==> src/rtl/wb_arb_pkg.sv <==
// Shared definitions for the Wishbone arbiter: FSM state encodings and bus widths.
package wb_arb_pkg;

    typedef enum logic [1:0] {
        ARB_IDLE    = 2'd0,
        ARB_GRANTED = 2'd1,
        ARB_ABORT   = 2'd2
    } arb_state_e;

    // Kept next to the Wishbone width defines used by the intercon mux.
    localparam int WB_ADR_W = 32;
    localparam int WB_DAT_W = 32;
    localparam int WB_SEL_W = WB_DAT_W / 8;

    localparam int TO_COUNT_W = 8;

endpackage

==> src/rtl/wb_rr_pick.sv <==
// Combinational rotate-priority picker: first set bit of req_i scanning ptr_i, ptr_i+1, ... modulo N.
module wb_rr_pick #(
    parameter int N     = 2,
    parameter int IDX_W = $clog2(N)
) (
    input  logic [N-1:0]     req_i,
    input  logic [IDX_W-1:0] ptr_i,
    output logic [IDX_W-1:0] idx_o,
    output logic             found_o
);

    // Scan from the farthest offset down so the nearest requester is written last and wins.
    always_comb begin
        idx_o   = '0;
        found_o = 1'b0;
        for (int i = N - 1; i >= 0; i--) begin
            if (req_i[(int'(ptr_i) + i) % N]) begin
                idx_o   = IDX_W'((int'(ptr_i) + i) % N);
                found_o = 1'b1;
            end
        end
    end

endmodule

==> src/rtl/wb_arbiter_wdt.sv <==
// Round-robin Wishbone arbiter; a watchdog aborts a granted transfer whose strobe stalls for TIMEOUT cycles.
module wb_arbiter_wdt
    import wb_arb_pkg::*;
#(
    parameter int MASTERS_NUM = 2,
    parameter int TIMEOUT     = 255,
    parameter int IDX_W       = $clog2(MASTERS_NUM),
    parameter int TO_W        = 8
) (
    input  logic                   clk_i,
    input  logic                   rst_ni,
    input  logic [MASTERS_NUM-1:0] cyc_i,
    input  logic [MASTERS_NUM-1:0] stb_i,
    input  logic                   ack_i,
    input  logic                   err_i,
    output logic [MASTERS_NUM-1:0] gnt_o,
    output logic [IDX_W-1:0]       gnt_idx_o,
    output logic                   gnt_valid_o,
    output logic                   to_err_o,
    output logic [TO_COUNT_W-1:0]  to_count_o,
    output logic [1:0]             state_o
);

    localparam int               TO_LAST  = (TIMEOUT == 0) ? 0 : TIMEOUT - 1;
    localparam logic [IDX_W-1:0] IDX_LAST = IDX_W'(MASTERS_NUM - 1);

    arb_state_e             state_q;
    logic [MASTERS_NUM-1:0] gnt_q, gnt_d;
    logic [IDX_W-1:0]       idx_q, ptr_q, ptr_d;
    logic [IDX_W-1:0]       pick_idx;
    logic                   pick_found;
    logic [TO_W-1:0]        wdt_q;
    logic                   to_err_q;
    logic [TO_COUNT_W-1:0]  to_count_q;

    wb_rr_pick #(
        .N     (MASTERS_NUM),
        .IDX_W (IDX_W)
    ) u_pick (
        .req_i   (cyc_i),
        .ptr_i   (ptr_q),
        .idx_o   (pick_idx),
        .found_o (pick_found)
    );

    assign gnt_d = MASTERS_NUM'(1) << pick_idx;
    // The master being released drops to lowest priority.
    assign ptr_d = (idx_q == IDX_LAST) ? '0 : idx_q + 1'b1;

    always_ff @(posedge clk_i or negedge rst_ni) begin
        if (!rst_ni) begin
            state_q    <= ARB_IDLE;
            gnt_q      <= '0;
            idx_q      <= '0;
            ptr_q      <= '0;
            wdt_q      <= '0;
            to_err_q   <= 1'b0;
            to_count_q <= '0;
        end else begin
            to_err_q <= 1'b0;
            case (state_q)
                ARB_IDLE: begin
                    if (pick_found) begin
                        gnt_q   <= gnt_d;
                        idx_q   <= pick_idx;
                        wdt_q   <= '0;
                        state_q <= ARB_GRANTED;
                    end
                end
                ARB_GRANTED: begin
                    if (!cyc_i[idx_q]) begin
                        gnt_q   <= '0;
                        ptr_q   <= ptr_d;
                        state_q <= ARB_IDLE;
                    end else if (ack_i || err_i) begin
                        wdt_q <= '0;
                    end else if (stb_i[idx_q] && (TIMEOUT != 0)) begin
                        if (wdt_q == TO_W'(TO_LAST)) begin
                            to_err_q <= 1'b1;
                            if (to_count_q != '1) begin
                                to_count_q <= to_count_q + 1'b1;
                            end
                            wdt_q   <= '0;
                            state_q <= ARB_ABORT;
                        end else begin
                            wdt_q <= wdt_q + 1'b1;
                        end
                    end
                end
                ARB_ABORT: begin
                    if (!cyc_i[idx_q]) begin
                        gnt_q   <= '0;
                        ptr_q   <= ptr_d;
                        state_q <= ARB_IDLE;
                    end
                end
                default: begin
                    gnt_q   <= '0;
                    state_q <= ARB_IDLE;
                end
            endcase
        end
    end

    assign gnt_o       = gnt_q;
    assign gnt_idx_o   = idx_q;
    assign gnt_valid_o = |gnt_q;
    assign to_err_o    = to_err_q;
    assign to_count_o  = to_count_q;
    assign state_o     = state_q;

endmodule

==> config.mk <==
export PLATFORM = sky130hd
export DESIGN_NAME = wb_arbiter_wdt
export DESIGN_NICKNAME = d
export VERILOG_FILES = /design/src/rtl/wb_arb_pkg.sv /design/src/rtl/wb_rr_pick.sv /design/src/rtl/wb_arbiter_wdt.sv
export SDC_FILE = /design/constraint.sdc
export NUM_CORES = 1
export LEC_CHECK = 0
export BUFFER_PORTS_ARGS = -buffer_cell sky130_fd_sc_hd__buf_2
export CAP_MARGIN = 10
export CORE_UTILIZATION = 59
export CTS_CLUSTER_SIZE = 8
export DETAILED_ROUTE_END_ITERATION = 8
export PLACE_DENSITY = 0.84
export SETUP_SLACK_MARGIN = 0.15
export SLEW_MARGIN = 20
export SYNTH_ARGS = -nofsm -noshare
export SYNTH_HDL_FRONTEND = slang
export SYNTH_HIERARCHICAL = 1
export SYNTH_SLANG_ARGS = --single-unit
==> constraint.sdc <==
create_clock -name clk_i -period 3.53 [get_ports clk_i]
set_input_delay 0.1765 -clock clk_i [delete_from_list [all_inputs] [get_ports clk_i]]
set_output_delay 0.1765 -clock clk_i [all_outputs]
set_load 0.01 [all_outputs]
Word level (Yosys, flattened, before mapping)
Cells that the tools add are included.
{"block": "totals", "input_bits": 8, "ff_bits": 23, "word_cells": 75}
{"block": "classes", "n_lt_le_gt_ge": 3, "n_bitwise": 3, "mux": 34, "n_addsub": 4, "n_shift": 1, "eq_ne": 12, "n_reduce_logical": 11}
{"operator": "2-to-1 mux 8 bit", "count": 5}
{"operator": "2-to-1 mux 1 bit", "count": 19}
{"operator": "adder 8 x 1 -> 8 bit (second input constant)", "count": 2}
{"operator": "one-hot mux 8 bit (2 select lines)", "count": 1}
{"operator": "2-to-1 mux 2 bit", "count": 7}
{"operator": "inequality test 3 bit (second input constant)", "count": 4}
{"operator": "== test 8 bit (second input constant)", "count": 1}
{"operator": "inequality test 2 bit (second input constant)", "count": 4}
{"operator": "inequality test 8 bit (second input constant)", "count": 1}
{"operator": "one-hot mux 2 bit (3 select lines)", "count": 1}
{"operator": "AND reduction 2 bit", "count": 3}
{"operator": "AND reduction 6 bit", "count": 1}
{"operator": "AND reduction 5 bit", "count": 1}
{"operator": "less-than comparator 1 x 2 -> 1 bit (second input constant)", "count": 2}
{"operator": "one-hot mux 2 bit (2 select lines)", "count": 1}
{"operator": "AND reduction 4 bit", "count": 1}
{"operator": "OR reduction 2 bit", "count": 2}
{"operator": "less-than comparator 2 x 3 -> 1 bit (second input constant)", "count": 1}
{"operator": "adder 1 bit (second input constant)", "count": 2}
{"operator": "== test 2 x 1 -> 1 bit (second input constant)", "count": 1}
{"operator": "== test 2 bit (second input constant)", "count": 1}
{"operator": "zero test 2 bit", "count": 1}
{"operator": "inverter 1 bit", "count": 2}
{"operator": "nonzero test 2 bit", "count": 1}
{"operator": "3 further kinds", "count": 3}

Depth between registers and ports, before layout
Gate-level depths: netlist (run 1).
{"block": "depth", "depth_word": 10, "mapped_depth": 7}

Hierarchy
The synthesis (run 1) kept the hierarchy.
{"module": "wb_arbiter_wdt", "instances": 1, "cells_per_inst": 129, "area_per_inst_um2": 1287.5}
{"module": "wb_rr_pick", "instances": 1, "cells_per_inst": 3, "area_per_inst_um2": 17.5}

Worst setup path before layout (run 1)
OpenSTA, ideal clock, no wires.
{"block": "synth_path", "path_type": "reg-to-reg", "startpoint": "register state_q[0] (netlist: state_o[0])", "endpoint": "register wdt_q[4]", "path_stages_with_launch": 7, "slack_ns": 1.629, "synth_period_minus_slack_ns": 1.901, "required_ns": 3.452, "arrival_time_ns": 1.823, "cell_sequence": "dfrtp_1 -> inv_1 -> ha_1 -> nor2b_1 -> a211o_1 -> or4_1 -> a21oi_1"}
{"block": "synth_between", "elab_chain_len": 3, "elab_cells_between_ends": 8}
{"item": "from (decl)", "line": "wb_arbiter_wdt.sv:27", "rtl": "arb_state_e state_q;"}
{"item": "from (signal assigned)", "line": "wb_arbiter_wdt.sv:52", "rtl": "state_q <= ARB_IDLE;"}
{"item": "from (signal assigned)", "line": "wb_arbiter_wdt.sv:67", "rtl": "state_q <= ARB_GRANTED;"}
{"item": "from (signal assigned)", "line": "wb_arbiter_wdt.sv:74", "rtl": "state_q <= ARB_IDLE;"}
{"item": "== test 2 x 1 -> 1 bit or zero test 2 bit (tied branches)", "line": "wb_arbiter_wdt.sv:61", "rtl": "case (state_q)"}
{"item": "inequality test 3 bit (no line), or another cell as far along"}
{"item": "AND reduction 4 bit (no line)"}
{"item": "to (signal assigned)", "line": "wb_arbiter_wdt.sv:86", "rtl": "wdt_q <= wdt_q + 1'b1;"}
{"item": "to (decl)", "line": "wb_arbiter_wdt.sv:32", "rtl": "logic [TO_W-1:0] wdt_q;"}
Several ways; a longest one is shown, not always the timed one.
A chain may end at the register's enable or synchronous reset.

Worst setup path after layout (run 1)
Same ends and word-level chain as after synthesis.

==> impl_metrics.tcl, run 1 <==
set metrics [dict create \
    synth_top_family_by_area "simple AND/OR/NAND/NOR gates" \
    antenna_cells 0 \
    synth_compound_area_frac 0.158 \
    grt_pass1_vias 1063 \
    finalCoreUtilization 0.723 \
    synth-edff-count 0 \
    antenna_found_initial 0 \
    fmax_mhz 462 \
    cellPowerDensity_mw_per_mm2 516 \
    min_period_ns 2.16 \
    grt_overflow_total 0 \
    drv_slew 0 \
    gr-usage-all-layers 0.254 \
    io_buffers 22 \
    core-area_mm2 0.00202 \
    critical_path_class "reg2reg" \
    numCtsBuffers 3 \
    ios 23 \
    mappedNetlistNets 147 \
    start_kind "flip-flop" \
    synthMuxAreaShare 0.0585 \
    async_reset_ff_frac 1.00 \
    grt_pass1_wl_um 4570 \
    cts_setup_buffers 0 \
    finalSetupViolations 0 \
    tns_ns 0 \
    design_area_mm2 0.00146 \
    routed_via_density 5.96 \
    synth_simple_gate_area_frac 0.176 \
    ys.flop_type "dfrtp_1" \
    finalNetCount 172 \
    min_path_type "in2reg" \
    worst-path-max-fanout 17 \
    cts-root-buf "clkbuf_4" \
    die_x_um 49.0 \
    ir_drop_v 0.000329 \
    cp-end-kind "flip-flop" \
    syn_to_final_growth_pct 12.1 \
    mostFrequentLayoutCell "dfrtp_1" \
    clockBufferDepth 2 \
    syn-cell-area_mm2 0.00131 \
    cts_tree "done" \
    fp.dieArea_mm2 0.00240 \
    ys_warn_count 6 \
    grt_max_degree 24 \
    postSynthCellCount 132 \
    ys_ff_latch 23 \
    status "completed" \
    vias 1090 \
    mostFrequentLayoutCells "dfrtp_1, buf_2, inv_1, a21oi_1, o21ai_0" \
    drc 0 \
    clock_skew_ns 0.00753 \
    drv_cap 0 \
    hold_viol 0 \
    p_leak_nw 0.709 \
    syn_avg_cell_area_um2 9.89 \
    rsz0062_at_grt "false" \
    wl_per_cell_um 14.7 \
    start_util 0.645 \
    post_dp_cell_area_mm2 0.00142 \
    tightest_slew_ns 0.545 \
    gp_congestion 0.822 \
    drive_above_1_share 0.212 \
    clock_sinks 23 \
    die_h_um 49.0 \
    dr.pass1.iters 4 \
    path_clk_slew_ns 0.14 \
    synth_cell_type_count 32 \
    yosys.area_share.adder 0.0671 \
    rows 16 \
    required_ns 3.79 \
    yosys.area_share.xor_xnor 0.0470 \
    htree_levels 1 \
    slew_headroom 0.637 \
    wl_um 2680 \
    min_period_over_period 0.613 \
    hpwl_um 2020 \
    ant_nets 0 \
    cp.arrival_ns 2.42 \
    yosysSeqAreaShare 0.441 \
    insertion_delay_ns 0.32 \
    drtIter0Drc 16 \
]
[cells in the mapped netlist, types with 2 or more instances]
master	number	share of area
a32o_1	2	0.015
or4_1	6	0.035
nand4_1	3	0.014
ha_1	7	0.067
o31ai_1	5	0.029
dfrtp_1	23	0.44
mux2i_1	2	0.015
nand3_1	6	0.023
mux2_2	5	0.043
nor4_1	3	0.014
nand2_1	7	0.020
nor3_1	4	0.015
or3_1	2	0.0096
inv_1	11	0.032
a21oi_1	11	0.042
buf_6	2	0.017
xor2_1	7	0.047
o21ai_0	8	0.031
nor2_1	4	0.012
o22ai_1	2	0.0096
[sequential cells by signal (all words and copies together) (netlist names)]
name / count
wdt_q: 8
state_o: 2
gnt_o: 2
ptr_q: 1
to_err_o: 1
to_count_o: 8
gnt_idx_o: 1
[routing by layer]
layer | part of all wire | vias up | global-route usage
met2 | 0.49 | 28 | 0.447
met1 | 0.46 | 519 | 0.304
met3 | 0.041 | 4 | 0.0530
li1 | - | 539 | -
met5 | 0 | - | 0
met4 | 0.0093 | 0 | 0.0931
[through the flow]
stage	instances	worst slack, ns	power [mW]	hold WS (ns)
after detailed placement	178	1.39	0.627	0.183
after global placement	178	1.45	0.606	0.175
after global routing	183	1.20	0.806	0.177
after floorplan	132	1.63	0.546	-0.119
after CTS	183	1.36	0.755	0.142
final	183	1.37	0.754	0.147
[where the power goes]
part / switching, mW / internal [mW] / leakage, nW
Clock: 0.0879 / 0.0434 / 0.0139
Sequential: 0.0365 / 0.296 / 0.311
Combinational: 0.178 / 0.113 / 0.384
Total: 0.302 / 0.452 / 0.709
[worst paths after layout]
kind	startpoint	endpoint	slack, ns	depth (start not counted)
min	cyc_i[1]	ptr_q$_DFFE_PN0P_	0.15	3
min reg2reg	to_count_o[6]$_DFFE_PN0P_	to_count_o[6]$_DFFE_PN0P_	0.50	1
min in group asynchronous	rst_ni	state_o[0]$_DFFE_PN0P_	0.33	2
max reg2reg	state_o[0]$_DFFE_PN0P_	wdt_q[4]$_DFFE_PN0P_	1.37	6
max in group asynchronous	rst_ni	ptr_q$_DFFE_PN0P_	2.85	2
max	state_o[0]$_DFFE_PN0P_	wdt_q[4]$_DFFE_PN0P_	1.37	6
[layout make-up]
type / count / area [µm²]
repair buffers: 23 / 120
inverters: 11 / 41.3
clock inverters: 1 / 7.51
fillers: 155 / 559
multi-input cells: 95 / 662
well taps: 27 / 33.8
flip-flops and latches: 23 / 576
clock buffers: 3 / 22.5
[cell families after synthesis]
kind of cell | count (synthesis)
and+or+nand+nor | 41
xor gates and xnor gates | 7
AOI/OAI and AO/OA | 33
buffers and inverters | 14
adders and majority gates | 7
muxes | 7
DFF | 23
[timing repair]
item	4_1_cts	5_1_grt
hold buffers	1	0
endpoints found under the setup margin	0	0
gates resized for setup	0	0
hold endpoints to repair	23	0
[critical path, cell delays in order, from the launching register on]
cell     delay (ns)
dfrtp_1        0.41
inv_1          0.10
ha_1           0.26
nor2b_1        0.17
a211o_1        0.45
or4_1          0.55
a21oi_1        0.15
Note: power is estimated with default switching activity, not from simulation.
==> inputs of run 2 (changes only) <==
- CORE_UTILIZATION: 59 -> 49
- PLACE_DENSITY: 0.84 -> 0.74
- clock period: 3.53 -> 1.7 ns (I/O delays scaled with it)
==> run 2 against run 1 <==
  * Global-route usage grew 0.41 points
  * Sequential share of layout area is 10 points lower
  * Largest cell class unchanged
  * Non-clock buffer count increased by 30
  * The run now ends with setup timing left
  * Highest routed layer unchanged
  * Combinational power rose to 4.2 times the previous value
  * Via count grew 20%
  * Critical endpoint unchanged
  * Worst setup slack lost 1.5 ns
==> impl_metrics.tcl, run 2 (synthesis results as in run 1) <==
set metrics [dict create \
    p_clk_frac 0.116 \
    met2_usage 0.452 \
    power.switching_uw 829 \
    worstReg2RegStart "state_o[1]$_DFFE_PN0P_" \
    finalSetupViolations 15 \
    min_path_type "in2reg" \
    grt_max_degree 24 \
    grt_use_met1 0.315 \
    p_int_mw 1.31 \
    p_seq_frac 0.319 \
    status "finished, violations left" \
    worst_path_largest_cell_delay_ns 0.52 \
    regToRegEndpoint "wdt_q[4]$_DFFE_PN0P_" \
    holdPathEnd "ptr_q$_DFFE_PN0P_" \
    mostFrequentLayoutCell "buf_4" \
    met3_usage 0.0339 \
    rr_worst_depth 6 \
    drtIter0Drc 27 \
    tns_ns -1.37 \
    grt_pass1_vias 1204 \
    crit_family "simple AND/OR/NAND/NOR gates" \
    rrSetupSlack_ns -0.17 \
    clock_sinks 23 \
    start_kind "flip-flop" \
    drv_slew 0 \
    busiest_layer "met2" \
    hold_viol 0 \
    syn_to_final_growth_pct 52.5 \
    drv_cap 0 \
    routed_via_density 6.00 \
    violations "setup timing" \
    cts_tree "done" \
    rows 18 \
    worst-path-max-fanout 7 \
    pwr-share-comb 0.564 \
    hpwl_um 2160 \
    wl_um 3770 \
    setup_ws_ns -0.169 \
    start_util 0.522 \
    min_period_ns 1.87 \
    rsz0062_at_grt "true" \
    p_leak_nw 1.02 \
    slew_headroom 0.651 \
    swShare 0.387 \
    io_buffers 22 \
    total_power_mw 2.14 \
    wl_per_cell_um 17.4 \
    ant_nets 0 \
    dr.pass1.iters 4 \
    hp-start "cyc_i[1]" \
    cp_num_cells 6 \
    gr-usage-all-layers 0.258 \
    mostFrequentLayoutCells "buf_4, dfrtp_1, buf_2" \
    finalNetCount 203 \
    cp-end-kind "flip-flop" \
    htree_levels 1 \
    dp_slack_ns -0.221 \
    cts-root-buf "clkbuf_4" \
    fmax_mhz 535 \
    gp_congestion 0.807 \
    grt_overflow_total 0 \
    required_ns 1.94 \
    clock_skew_ns 0.00604 \
    critical_path_class "reg2reg" \
    ios 23 \
    insertion_delay_ns 0.31 \
    core-area_mm2 0.00250 \
    whs_path_depth 3 \
    finalCoreUtilization 0.796 \
    timing.hold.ws_ns 0.0695 \
    ir_drop_v 0.000903 \
    die_x_um 53.6 \
    drc 0 \
    drive_above_1_share 0.513 \
    clockBufferDepth 2 \
    path_clk_slew_ns 0.12 \
    antenna_found_initial 0 \
    cellPowerDensity_mw_per_mm2 1080 \
    cpMaxStageDelayCell "or4_4" \
    antenna_cells 0 \
    die_h_um 53.6 \
    vias 1303 \
    min_period_over_period 1.10 \
    cp.arrival_ns 2.11 \
    numCtsBuffers 3 \
    crit_chain "inv_2 > ha_4 > nor2_2 > a211o_4 > or4_4 > a21oi_2" \
    fp.dieArea_mm2 0.00287 \
    grt_pass1_wl_um 5260 \
    critical_path_buf_inv_count 1 \
    tightest_slew_ns 0.524 \
]
run 2: repair_timing:
item,in CTS,in global routing
cloned,1,0
setup buffers,5,1
pin swaps,6,10
hold buffers,1,0
endpoints found under the hold margin,23,0
resized for setup,26,22
setup endpoints to repair,19,20
run 2: worst reg2reg max path, delay by kind of cell (launching register included):
| family | cells | cell delay (ns) |
|---|---|---|
| flops | 1 | 0.42 |
| fa+ha+maj | 1 | 0.19 |
| buf+inv | 1 | 0.12 |
| simple gates | 2 | 0.59 |
| compound gates | 2 | 0.49 |
run 2: worst max-delay path by stage:
stage	start	to	slack (ns)
CTS	state_o[1]$_DFFE_PN0P_	wdt_q[7]$_DFFE_PN0P_	-0.15
detailed placement	state_o[0]$_DFFE_PN0P_	wdt_q[7]$_DFFE_PN0P_	-0.22
global route	state_o[1]$_DFFE_PN0P_	wdt_q[2]$_DFFE_PN0P_	-0.22
finish	state_o[1]$_DFFE_PN0P_	wdt_q[4]$_DFFE_PN0P_	-0.17
global placement	state_o[0]$_DFFE_PN0P_	wdt_q[7]$_DFFE_PN0P_	-0.13
floorplan	state_o[1]$_DFFE_PN0P_	wdt_q[4]$_DFFE_PN0P_	-0.06
run 2: layer usage:
| layer | share of wire | vias to the layer above | wire length (µm) |
|---|---|---|---|
| met3 | 0.039 | 14 | 146 |
| met4 | 0.027 | 0 | 103 |
| met2 | 0.52 | 47 | 1950 |
| met5 | 0 | - | 0 |
| met1 | 0.42 | 638 | 1570 |
| li1 | - | 604 | - |
run 2: final cells by class:
class | instances | area, µm²
multi-input cells | 96 | 948
flip-flops and latches | 23 | 577
fillers | 140 | 509
repair buffers | 53 | 360
inverters | 11 | 41.3
well taps | 30 | 37.5
clock buffers | 4 | 26.3
run 2: power by group through the flow:
stage	Sequential, mW	Clock, mW	Combinational (mW)
after floorplan	0.709	0	0.508
after global placement	0.686	0	0.860
after detailed placement	0.694	0	0.888
after CTS	0.681	0.257	1.11
after global routing	0.694	0.281	1.29
final	0.684	0.249	1.21
run 2: per-stage QoR:
stage / cell area (µm²) / std cells
finish: 1990 / 217
global route: 1990 / 217
CTS: 1880 / 216
detailed placement: 1660 / 205
global placement: 1660 / 205
floorplan: 1370 / 132
==> inputs of run 3 (changes only) <==
- ABC_AREA: default -> 1
- BUFFER_PORTS_ARGS: -buffer_cell sky130_fd_sc_hd__buf_2 -> -buffer_cell sky130_fd_sc_hd__buf_4
- CORE_UTILIZATION: 49 -> 50
- PLACE_DENSITY: 0.74 -> 0.75
==> run 3 against run 2 <==
  * The run now ends clean
  * Clock power rose by 3%
  * First-iteration DRC count rose by 93%
  * Fmax rose by 21%
  * Routed wire length fell by 11%
  * Via count rose by 7.9%
  * Register-to-register slack improved by 0.32 ns
  * Non-clock buffer count fell by 15
  * Utilization fell by 11 points
  * Flip-flop and latch count did not move
  * Largest cell class unchanged
  * Largest power group unchanged
  * Highest routed layer unchanged
==> impl_metrics.tcl, run 3 <==
set metrics [dict create \
    yosysSeqAreaShare 0.392 \
    startpoint "state_o[1]$_DFFE_PN0P_" \
    slew_headroom 0.796 \
    min_period_over_period 0.912 \
    gr-usage-all-layers 0.219 \
    clockBufferDepth 2 \
    p_leak_nw 0.984 \
    rows 19 \
    rsz0062_at_grt "true" \
    cp.arrival_ns 1.76 \
    start_kind "flip-flop" \
    min_period_ns 1.55 \
    ios 23 \
    ir_drop_v 0.00110 \
    cellPowerDensity_mw_per_mm2 1170 \
    numCtsBuffers 3 \
    fill_cells 229 \
    fmax_mhz 645 \
    synth.area.top_cells "dfrtp_1, nand2_1, nand3_1" \
    synth-edff-count 0 \
    fp.dieArea_mm2 0.00316 \
    wl_um 3360 \
    drv_cap 0 \
    die_x_um 56.2 \
    clock_skew_ns 0.00472 \
    cp-end-kind "flip-flop" \
    insertion_delay_ns 0.31 \
    syn_to_final_growth_pct 29.3 \
    ys_warn_count 6 \
    ys.flop_type "dfrtp_1" \
    grt_max_degree 24 \
    mostFrequentLayoutCells "nand2_1, buf_4, inv_1, dfrtp_1, nand3_1" \
    ant_nets 0 \
    cts_tree "done" \
    regToRegEndpoint "wdt_q[6]$_DFFE_PN0P_" \
    grt_pass1_wl_um 5620 \
    synth_cell_type_count 29 \
    setup_ws_ns 0.150 \
    async_reset_ff_frac 1.00 \
    die_h_um 56.2 \
    drc 0 \
    min_path_type "in2reg" \
    grt_pass1_vias 1329 \
    drive_above_1_share 0.329 \
    cts-root-buf "clkbuf_4" \
    clock_sinks 23 \
    wl_per_cell_um 12.7 \
    synth_top_area_frac 0.392 \
    io_buffers 22 \
    start_util 0.528 \
    core-area_mm2 0.00278 \
    finalCoreUtilization 0.683 \
    postSynthCellCount 191 \
    synth_area_leader_cell "dfrtp_1" \
    mappedNetlistNets 206 \
    finalNetCount 250 \
    mostFrequentLayoutCell "nand2_1" \
    dp_slack_ns 0.0611 \
    drv_slew 0 \
    gp_congestion 0.872 \
    hold_viol 0 \
    rrSetupSlack_ns 0.15 \
    total_power_mw 2.23 \
    rr_worst_depth 9 \
    hpwl_um 2350 \
    yosys-top-cells-count "nand2_1, dfrtp_1, inv_1, nand3_1, nor2_1" \
    dp.cells 248 \
    whs_path_depth 4 \
    worstReg2RegStart "state_o[1]$_DFFE_PN0P_" \
    holdPathEnd "wdt_q[3]$_DFFE_PN0P_" \
    syn-cell-area_mm2 0.00147 \
    status "completed" \
    syn_avg_cell_area_um2 7.69 \
    yosysMostFrequentCell "nand2_1" \
    tns_ns 0 \
    dr.pass1.iters 5 \
    final_cells 265 \
    tightest_slew_ns 0.305 \
    critical_path_class "reg2reg" \
    vias 1406 \
    finalSetupViolations 0 \
    path_clk_slew_ns 0.13 \
    routed_via_density 5.31 \
    htree_levels 1 \
    required_ns 1.91 \
    ys_ff_latch 23 \
    worst-path-max-fanout 7 \
    antenna_found_initial 0 \
    hp-start "ack_i" \
    grt_overflow_total 0 \
    antenna_cells 0 \
    drtIter0Drc 52 \
]
-- run 3: what timing repair did --
item | 4_1_cts | 5_1_grt
pin swaps | 1 | 8
endpoints found under the hold margin | 23 | 0
resized for setup | 2 | 22
endpoints found under the setup margin | 16 | 19
cloned | 1 | 0
buffers inserted | 1 | 10
hold buffers | 1 | 0
-- run 3: worst max path at each step --
stage,endpoint,slack (ns),cells past startpoint
after floorplan,wdt_q[6]$_DFFE_PN0P_,0.15,9
after global placement,wdt_q[6]$_DFFE_PN0P_,0.12,9
after detailed placement,wdt_q[6]$_DFFE_PN0P_,0.06,9
after CTS,wdt_q[6]$_DFFE_PN0P_,0.14,9
after global routing,wdt_q[6]$_DFFE_PN0P_,0.02,9
final,wdt_q[6]$_DFFE_PN0P_,0.15,9
-- run 3: cell families (layout without fill, tap and decap cells) --
family,count (synthesis),after routing,synth area share
compound gates,20,20,0.0835
simple gates,108,109,0.357
fa+ha+maj,7,7,0.0596
buf+inv,26,68,0.0664
flops,23,23,0.392
xor+xnor,7,7,0.0417
-- run 3: final cells by class --
type / count / area, µm² / area share
Sequential cell: 23 / 579 / 0.305
Clock buffer: 3 / 22.5 / 0.0119
Tap cell: 31 / 38.8 / 0.0204
Timing Repair Buffer: 38 / 292 / 0.153
Inverter: 26 / 97.6 / 0.0514
Clock inverter: 1 / 5.00 / 0.00264
Multi-Input combinational cell: 143 / 865 / 0.455
-- run 3: critical path: stages (launching register included) --
cell and delay [ns]:
dfrtp_1 0.44, inv_2 0.11, ha_2 0.22, nand2_1 0.10, o21ai_2 0.08, nand2_2 0.10, nor2_4 0.17, inv_2 0.08
nor2_1 0.10, a21oi_1 0.04
-- run 3: metal layers --
| metal | routed length [µm] | up-vias | track usage |
|---|---|---|---|
| met5 | 0 | - | 0 |
| met4 | 36 | 0 | 0.0697 |
| met3 | 119 | 4 | 0.0279 |
| met2 | 1710 | 33 | 0.372 |
| met1 | 1500 | 669 | 0.290 |
| li1 | - | 700 | - |
-- run 3: through the flow --
stage | hold slack, ns | cell area, µm²
after floorplan | -0.211 | 1470
after global placement | -0.00418 | 1710
after detailed placement | -0.00378 | 1710
after CTS | 0.0822 | 1770
after global routing | 0.0914 | 1900
final | 0.0833 | 1900
-- run 3: power by group --
group          switching [mW]  internal, mW  total [mW]
registers              0.0614         0.635       0.696
clock network           0.169        0.0877       0.257
logic                   0.746         0.529        1.28
total                   0.977          1.25        2.23
